### src/rtl/nanorv32_ahb_arb2_if.sv
// nanorv32_ahb_arb2_if: AHB-lite port bundle shared by the instruction, data and slave sides
interface nanorv32_ahb_arb2_if #(
  parameter int ADDR_W = 32
) ();
  logic [ADDR_W-1:0] haddr;
  logic [1:0]        htrans;
  logic              hwrite;
  logic [2:0]        hsize;
  logic [31:0]       hwdata;
  logic [31:0]       hrdata;
  logic              hready;
  logic              hresp;
  modport master (output haddr, htrans, hwrite, hsize, hwdata, input hrdata, hready, hresp);
  modport slave (input haddr, htrans, hwrite, hsize, hwdata, output hrdata, hready, hresp);
endinterface

### src/rtl/nanorv32_ahb_arb2.sv
// nanorv32_ahb_arb2: two-master (instruction/data) AHB-lite arbiter onto one shared slave
module nanorv32_ahb_arb2 #(
  parameter int ADDR_W = 32,
  parameter int STARVE_MAX = 4
) (
  input logic clk,
  input logic rst_n,
  nanorv32_ahb_arb2_if.slave ibus,
  nanorv32_ahb_arb2_if.slave dbus,
  nanorv32_ahb_arb2_if.master sbus
);
  localparam int SW = $clog2(STARVE_MAX + 1);
  typedef enum logic [1:0] {OWN_NONE, OWN_I, OWN_D} own_t;
  own_t down, down_n;
  logic pi_v, pd_v, pd_w;
  logic [ADDR_W-1:0] pi_a, pd_a;
  logic [2:0] pi_s, pd_s;
  logic [SW-1:0] starve;
  logic [ADDR_W-1:0] h_a;
  logic [1:0] h_t;
  logic h_w;
  logic [2:0] h_s;
  logic live_i, live_d, src_i, src_d, win_i, issue_i, issue_d;
  logic [ADDR_W-1:0] a_n;
  logic [2:0] s_n;
  logic w_n;
  logic [1:0] t_n;
  // accepted live requests, winner selection and the fresh slave address phase
  always_comb begin
    live_i = rst_n && !pi_v && (down != OWN_I || sbus.hready) && ibus.htrans[1];
    live_d = rst_n && !pd_v && (down != OWN_D || sbus.hready) && dbus.htrans[1];
    src_i = pi_v || live_i;
    src_d = pd_v || live_d;
    win_i = src_i && (!src_d || starve == SW'(STARVE_MAX));
    issue_i = sbus.hready && win_i;
    issue_d = sbus.hready && src_d && !win_i;
    a_n = issue_i ? (pi_v ? pi_a : ibus.haddr) : issue_d ? (pd_v ? pd_a : dbus.haddr) : '0;
    s_n = issue_i ? (pi_v ? pi_s : ibus.hsize) : issue_d ? (pd_v ? pd_s : dbus.hsize) : 3'd0;
    w_n = issue_d && (pd_v ? pd_w : dbus.hwrite);
    t_n = (issue_i || issue_d) ? 2'b10 : 2'b00;
  end
  // data-phase owner register
  always_ff @(posedge clk or negedge rst_n) begin
    if (!rst_n) down <= OWN_NONE;
    else down <= down_n;
  end
  // owner follows the address-phase winner whenever the slave completes a beat
  always_comb begin
    down_n = sbus.hready ? (issue_i ? OWN_I : issue_d ? OWN_D : OWN_NONE) : down;
  end
  // master-side responses and slave address/data phase, held while the slave stalls
  always_comb begin
    ibus.hready = pi_v ? 1'b0 : (down == OWN_I ? sbus.hready : 1'b1);
    dbus.hready = pd_v ? 1'b0 : (down == OWN_D ? sbus.hready : 1'b1);
    ibus.hresp = down == OWN_I && sbus.hresp;
    dbus.hresp = down == OWN_D && sbus.hresp;
    ibus.hrdata = sbus.hrdata;
    dbus.hrdata = sbus.hrdata;
    sbus.hwdata = down == OWN_D ? dbus.hwdata : 32'h0;
    sbus.haddr = sbus.hready ? a_n : h_a;
    sbus.htrans = sbus.hready ? t_n : h_t;
    sbus.hwrite = sbus.hready ? w_n : h_w;
    sbus.hsize = sbus.hready ? s_n : h_s;
  end
  // pending buffers, starvation counter and the last presented address phase
  always_ff @(posedge clk or negedge rst_n) begin
    if (!rst_n) begin
      pi_v <= 1'b0;
      pd_v <= 1'b0;
      pd_w <= 1'b0;
      pi_a <= '0;
      pd_a <= '0;
      pi_s <= '0;
      pd_s <= '0;
      starve <= '0;
      h_a <= '0;
      h_t <= 2'b00;
      h_w <= 1'b0;
      h_s <= '0;
    end else begin
      pi_v <= (pi_v || live_i) && !issue_i;
      pd_v <= (pd_v || live_d) && !issue_d;
      if (live_i) begin
        pi_a <= ibus.haddr;
        pi_s <= ibus.hsize;
      end
      if (live_d) begin
        pd_a <= dbus.haddr;
        pd_s <= dbus.hsize;
        pd_w <= dbus.hwrite;
      end
      starve <= (!src_i || issue_i) ? '0 : (issue_d && starve != SW'(STARVE_MAX)) ? starve + 1'b1 : starve;
      if (sbus.hready) begin
        h_a <= a_n;
        h_t <= t_n;
        h_w <= w_n;
        h_s <= s_n;
      end
    end
  end
endmodule

### src/flat_wrapper.sv
// flat-port wrapper written by rule: the top's interface ports become plain ports
module nanorv32_ahb_arb2_flat 
#(
  parameter int ADDR_W = 32,
  parameter int STARVE_MAX = 4
)
  (clk, rst_n, ibus_haddr, ibus_htrans, ibus_hwrite, ibus_hsize, ibus_hwdata, ibus_hrdata, ibus_hready, ibus_hresp, dbus_haddr, dbus_htrans, dbus_hwrite, dbus_hsize, dbus_hwdata, dbus_hrdata, dbus_hready, dbus_hresp, sbus_haddr, sbus_htrans, sbus_hwrite, sbus_hsize, sbus_hwdata, sbus_hrdata, sbus_hready, sbus_hresp);
  nanorv32_ahb_arb2_if #(.ADDR_W(ADDR_W)) ibus_i ();
  nanorv32_ahb_arb2_if #(.ADDR_W(ADDR_W)) dbus_i ();
  nanorv32_ahb_arb2_if #(.ADDR_W(ADDR_W)) sbus_i ();
  input logic clk;
  input logic rst_n;
  input wire logic [$bits(ibus_i.haddr)-1:0] ibus_haddr;
  input wire logic [$bits(ibus_i.htrans)-1:0] ibus_htrans;
  input wire logic [$bits(ibus_i.hwrite)-1:0] ibus_hwrite;
  input wire logic [$bits(ibus_i.hsize)-1:0] ibus_hsize;
  input wire logic [$bits(ibus_i.hwdata)-1:0] ibus_hwdata;
  output wire logic [$bits(ibus_i.hrdata)-1:0] ibus_hrdata;
  output wire logic [$bits(ibus_i.hready)-1:0] ibus_hready;
  output wire logic [$bits(ibus_i.hresp)-1:0] ibus_hresp;
  input wire logic [$bits(dbus_i.haddr)-1:0] dbus_haddr;
  input wire logic [$bits(dbus_i.htrans)-1:0] dbus_htrans;
  input wire logic [$bits(dbus_i.hwrite)-1:0] dbus_hwrite;
  input wire logic [$bits(dbus_i.hsize)-1:0] dbus_hsize;
  input wire logic [$bits(dbus_i.hwdata)-1:0] dbus_hwdata;
  output wire logic [$bits(dbus_i.hrdata)-1:0] dbus_hrdata;
  output wire logic [$bits(dbus_i.hready)-1:0] dbus_hready;
  output wire logic [$bits(dbus_i.hresp)-1:0] dbus_hresp;
  output wire logic [$bits(sbus_i.haddr)-1:0] sbus_haddr;
  output wire logic [$bits(sbus_i.htrans)-1:0] sbus_htrans;
  output wire logic [$bits(sbus_i.hwrite)-1:0] sbus_hwrite;
  output wire logic [$bits(sbus_i.hsize)-1:0] sbus_hsize;
  output wire logic [$bits(sbus_i.hwdata)-1:0] sbus_hwdata;
  input wire logic [$bits(sbus_i.hrdata)-1:0] sbus_hrdata;
  input wire logic [$bits(sbus_i.hready)-1:0] sbus_hready;
  input wire logic [$bits(sbus_i.hresp)-1:0] sbus_hresp;
  assign ibus_i.haddr = ibus_haddr;
  assign ibus_i.htrans = ibus_htrans;
  assign ibus_i.hwrite = ibus_hwrite;
  assign ibus_i.hsize = ibus_hsize;
  assign ibus_i.hwdata = ibus_hwdata;
  assign ibus_hrdata = ibus_i.hrdata;
  assign ibus_hready = ibus_i.hready;
  assign ibus_hresp = ibus_i.hresp;
  assign dbus_i.haddr = dbus_haddr;
  assign dbus_i.htrans = dbus_htrans;
  assign dbus_i.hwrite = dbus_hwrite;
  assign dbus_i.hsize = dbus_hsize;
  assign dbus_i.hwdata = dbus_hwdata;
  assign dbus_hrdata = dbus_i.hrdata;
  assign dbus_hready = dbus_i.hready;
  assign dbus_hresp = dbus_i.hresp;
  assign sbus_haddr = sbus_i.haddr;
  assign sbus_htrans = sbus_i.htrans;
  assign sbus_hwrite = sbus_i.hwrite;
  assign sbus_hsize = sbus_i.hsize;
  assign sbus_hwdata = sbus_i.hwdata;
  assign sbus_i.hrdata = sbus_hrdata;
  assign sbus_i.hready = sbus_hready;
  assign sbus_i.hresp = sbus_hresp;
  nanorv32_ahb_arb2 #(.ADDR_W(ADDR_W), .STARVE_MAX(STARVE_MAX)) u_core (.clk(clk), .rst_n(rst_n), .ibus(ibus_i), .dbus(dbus_i), .sbus(sbus_i));
endmodule
### config.mk
export PLATFORM = sky130hd
export DESIGN_NAME = nanorv32_ahb_arb2_flat
export DESIGN_NICKNAME = d
export VERILOG_FILES = /design/src/rtl/nanorv32_ahb_arb2_if.sv /design/src/rtl/nanorv32_ahb_arb2.sv /design/src/flat_wrapper.sv
export SDC_FILE = /design/constraint.sdc
export NUM_CORES = 1
export LEC_CHECK = 0
export ABC_AREA = 1
export CORE_ASPECT_RATIO = 2
export CORE_UTILIZATION = 40
export CTS_CLUSTER_DIAMETER = 120
export DETAILED_ROUTE_END_ITERATION = 10
export HOLD_SLACK_MARGIN = 0.15
export PLACE_DENSITY = 0.79
export SLEW_MARGIN = 20
export SYNTH_ARGS = -nofsm -noshare
export SYNTH_HDL_FRONTEND = slang
export SYNTH_SLANG_ARGS = --single-unit
### constraint.sdc
create_clock -name clk -period 2.42 [get_ports clk]
set_input_delay 0.484 -clock clk [delete_from_list [all_inputs] [get_ports clk]]
set_output_delay 0.484 -clock clk [all_outputs]
set_load 0.02 [all_outputs]
==> summary.md <==
| Metric | Value |
|---|---|
| Yosys reg bits | 116 |
| Synth warn | 0 |
| Clock-pin slew on the worst setup and hold paths | 0.06 ns |
| Clock Skew | 0.0142 ns |
| Reg2Reg Capture Point | u_core.pd_a[15] |
| Slew @ Worst Pin | 0.860 ns |
| Max Clock Freq | 409 MHz |
| Failing checks | negative setup slack |
| Synth area leader | dfrtp_1 |
| Initial Util | 0.409 |
| Synthesized area per cell | 7.63 sq um |
| Drt via density | 5.01 |
| Crit path DAT | 1.96 ns |
| Pwr Total | 9.37 mW |
| TritonCTS clock tree | built |
| Post-route setup TNS | -0.103 ns |
| Worst-case reg-to-reg path depth | 6 |
| Filler cells | 1404 |
| DR vias | 6073 |
| Cells after Synth | 851 |
| Hpwl dp | 13200 microns |
| Die Area | 16800 sq um |
| Total grt overflow | 0 |
| Nets | 1175 |
| Most frequent cells in the layout | nand2_1, o21ai_0, dfrtp_1, inv_1, clkdlybuf4s50_1 |
| Standard-cell row count | 65 |
| I/O Pins | 314 |
| Area Growth Syn to Fin | 43.3% |
| Sequential element share of the synthesized area | 0.447 |
| Pins Over Slew Limit | 0 |
| Post-synthesis instance area | 6490 sq um |
| Hold Crit Class | input pin to asynchronous set/reset pin |
| Die Ht | 182 microns |
| DR iter-0 viols | 448 |
| Clk sinks | 116 |
| DR pass1 iterations | 6 |
| Final instance area | 9310 sq um |
| Worst setup margin | -0.0266 ns |
| Worst setup EP type | output pin |
| Drt drc | 0 |
| Static Leak | 4.79 nW |
| Total Routing Usage GR | 0.233 |
| R2R Path Start | u_core.down[0] |
| Max-cap violations | 0 |
| CP Capture Point | sbus_haddr[25] |
| Initial antenna violation count | 1 |
| Pwr/cell area | 1010 nW/um^2 |
| Flop-to-flop setup slack | 0.74 ns |
| Final Hold Vio Count | 0 |
| Clk_lat worst skew | 0.41 ns |
| Synth area leaders | dfrtp_1, o21ai_0, nand2_1 |
| Post-layout util | 0.587 |
| Share of the synthesized area in the top cell type | 0.447 |
| Critical Path RT | 1.94 ns |
| Tcrit/Tclk final | 1.01 |
| Root buf cell | clkbuf_16 |
| Core area | 15900 sq um |
| DRT Wirelength | 19300 microns |
| Final ANT Viol Nets | 0 |
| Die width | 92.1 microns |
| Routability cong. | 0.896 |
| First-pass GRT wire length | 30200 microns |
| CP startpoint kind | flip-flop |
| H-tree levels | 4 |
| Slew headroom | 0.427 |
| Largest net degree at the start of global routing | 73 |
| Setup crit start | u_core.down[0] |
| Number of I/O port buffers | 182 |
| Maximum buffer depth of the clock tree | 2 |
| Layout cells sized above 1 | 0.199 |
| Setup CP Type | flip-flop to output pin |
| Status | finished with violations |
| Fin crit period | 2.45 ns |
| Most common cell after layout, fill and taps aside | nand2_1 |
| Total CTS buffers | 17 |
| Post-place instance area | 8270 sq um |
| Wire length per cell | 16.0 microns |
| Worst Path Max Fanout | 8 |
| Final setup fails | 11 |
| Yosys cell types | 26 |
| Worst vdd ir | 0.000524 V |
| Syn nets | 1029 |
| Number of global-route vias before repair | 6004 |
| Unrepaired setup endpoints after global routing | true |
| # hold bufs at CTS | 0 |
| Hold WS | 0.233 ns |
==> worst max-delay path, cell delays in order (launching register included) <==
cell and delay [ns]:
dfrtp_1 0.40, inv_2 0.09, nand3_4 0.08, nand3_4 0.09, nand2_4 0.07, nand2_8 0.08
buf_8 0.14, buf_6 0.11, buf_6 0.12, nand4_1 0.10, nand3_2 0.14, buf_6 0.12
==> report_power, final <==
part	internal, mW	total, mW	switching [mW]
registers	2.63	2.95	0.325
clock network	1.66	2.54	0.872
logic	1.71	3.88	2.17
==> layout make-up <==
cell class                      instances  area [sq um]  area share
Tap cell                              201           251      0.0270
Antenna cell                            1          2.50    0.000269
Timing Repair Buffer                  248          2450       0.264
Multi-Input combinational cell        498          2660       0.286
Clock inverter                          9           129      0.0138
Inverter                              116           440      0.0473
Sequential cell                       116          2910       0.312
Clock buffer                           22           464      0.0499
==> worst min path at each step <==
stage | to | slack (ns)
4_1_cts | u_core.pi_a[30] | 0.25
6_report | u_core.pi_a[30] | 0.23
3_5_place_dp | u_core.h_t[0] | 0.47
3_3_place_gp | u_core.pi_a[2] | 0.47
2_1_floorplan | u_core.down[0] | 0.19
5_1_grt | u_core.pi_a[30] | 0.28
==> sequential cells by signal (all words and copies together), names as in the netlist <==
register       cells
u_core.down        2
u_core.pd_w        1
u_core.pd_v        1
u_core.h_w         1
u_core.pd_a       32
u_core.pi_v        1
u_core.h_s         3
u_core.h_a        32
u_core.starve      3
u_core.h_t         2
u_core.pi_a       32
u_core.pd_s        3
u_core.pi_s        3
==> Yosys cell counts (all sizes together) <==
master,count
o21ai,144
dfrtp,116
nand2,194
a21oi,2
ha,2
inv,116
nand4,38
a21boi,1
clkbuf,38
buf,83
nand3b,1
nand3,79
nor2,35
nor3,1
xor2,1
==> through the flow <==
| step | instances | setup slack, ns |
|---|---|---|
| 6_report | 1211 | -0.0266 |
| 5_1_grt | 1211 | -0.114 |
| 4_1_cts | 1200 | -0.0545 |
| 3_5_place_dp | 1163 | -0.603 |
| 3_3_place_gp | 1163 | -0.589 |
| 2_1_floorplan | 851 | 0.357 |
==> per-layer routing <==
layer | wire length (microns) | up-vias | GRT usage
met3 | 968 | 99 | 0.0313
met4 | 1250 | 0 | 0.171
met1 | 7350 | 2773 | 0.261
met5 | 0 | - | 0
met2 | 9770 | 260 | 0.398
li1 | - | 2941 | -
==> cells by family after synthesis <==
kind of cell    share of synthesized area
xor+xnor                          0.00135
compound gates                      0.114
buf+inv                             0.185
fa+ha+maj                         0.00385
simple gates                        0.249
flops                               0.447
==> repair_timing <==
item | CTS | global route
gates cloned | 2 | 1
resized for setup | 280 | 35
setup endpoints to repair | 69 | 37
buffers inserted | 4 | 9
pin swaps | 15 | 12
(Power assumes the default switching activity.)
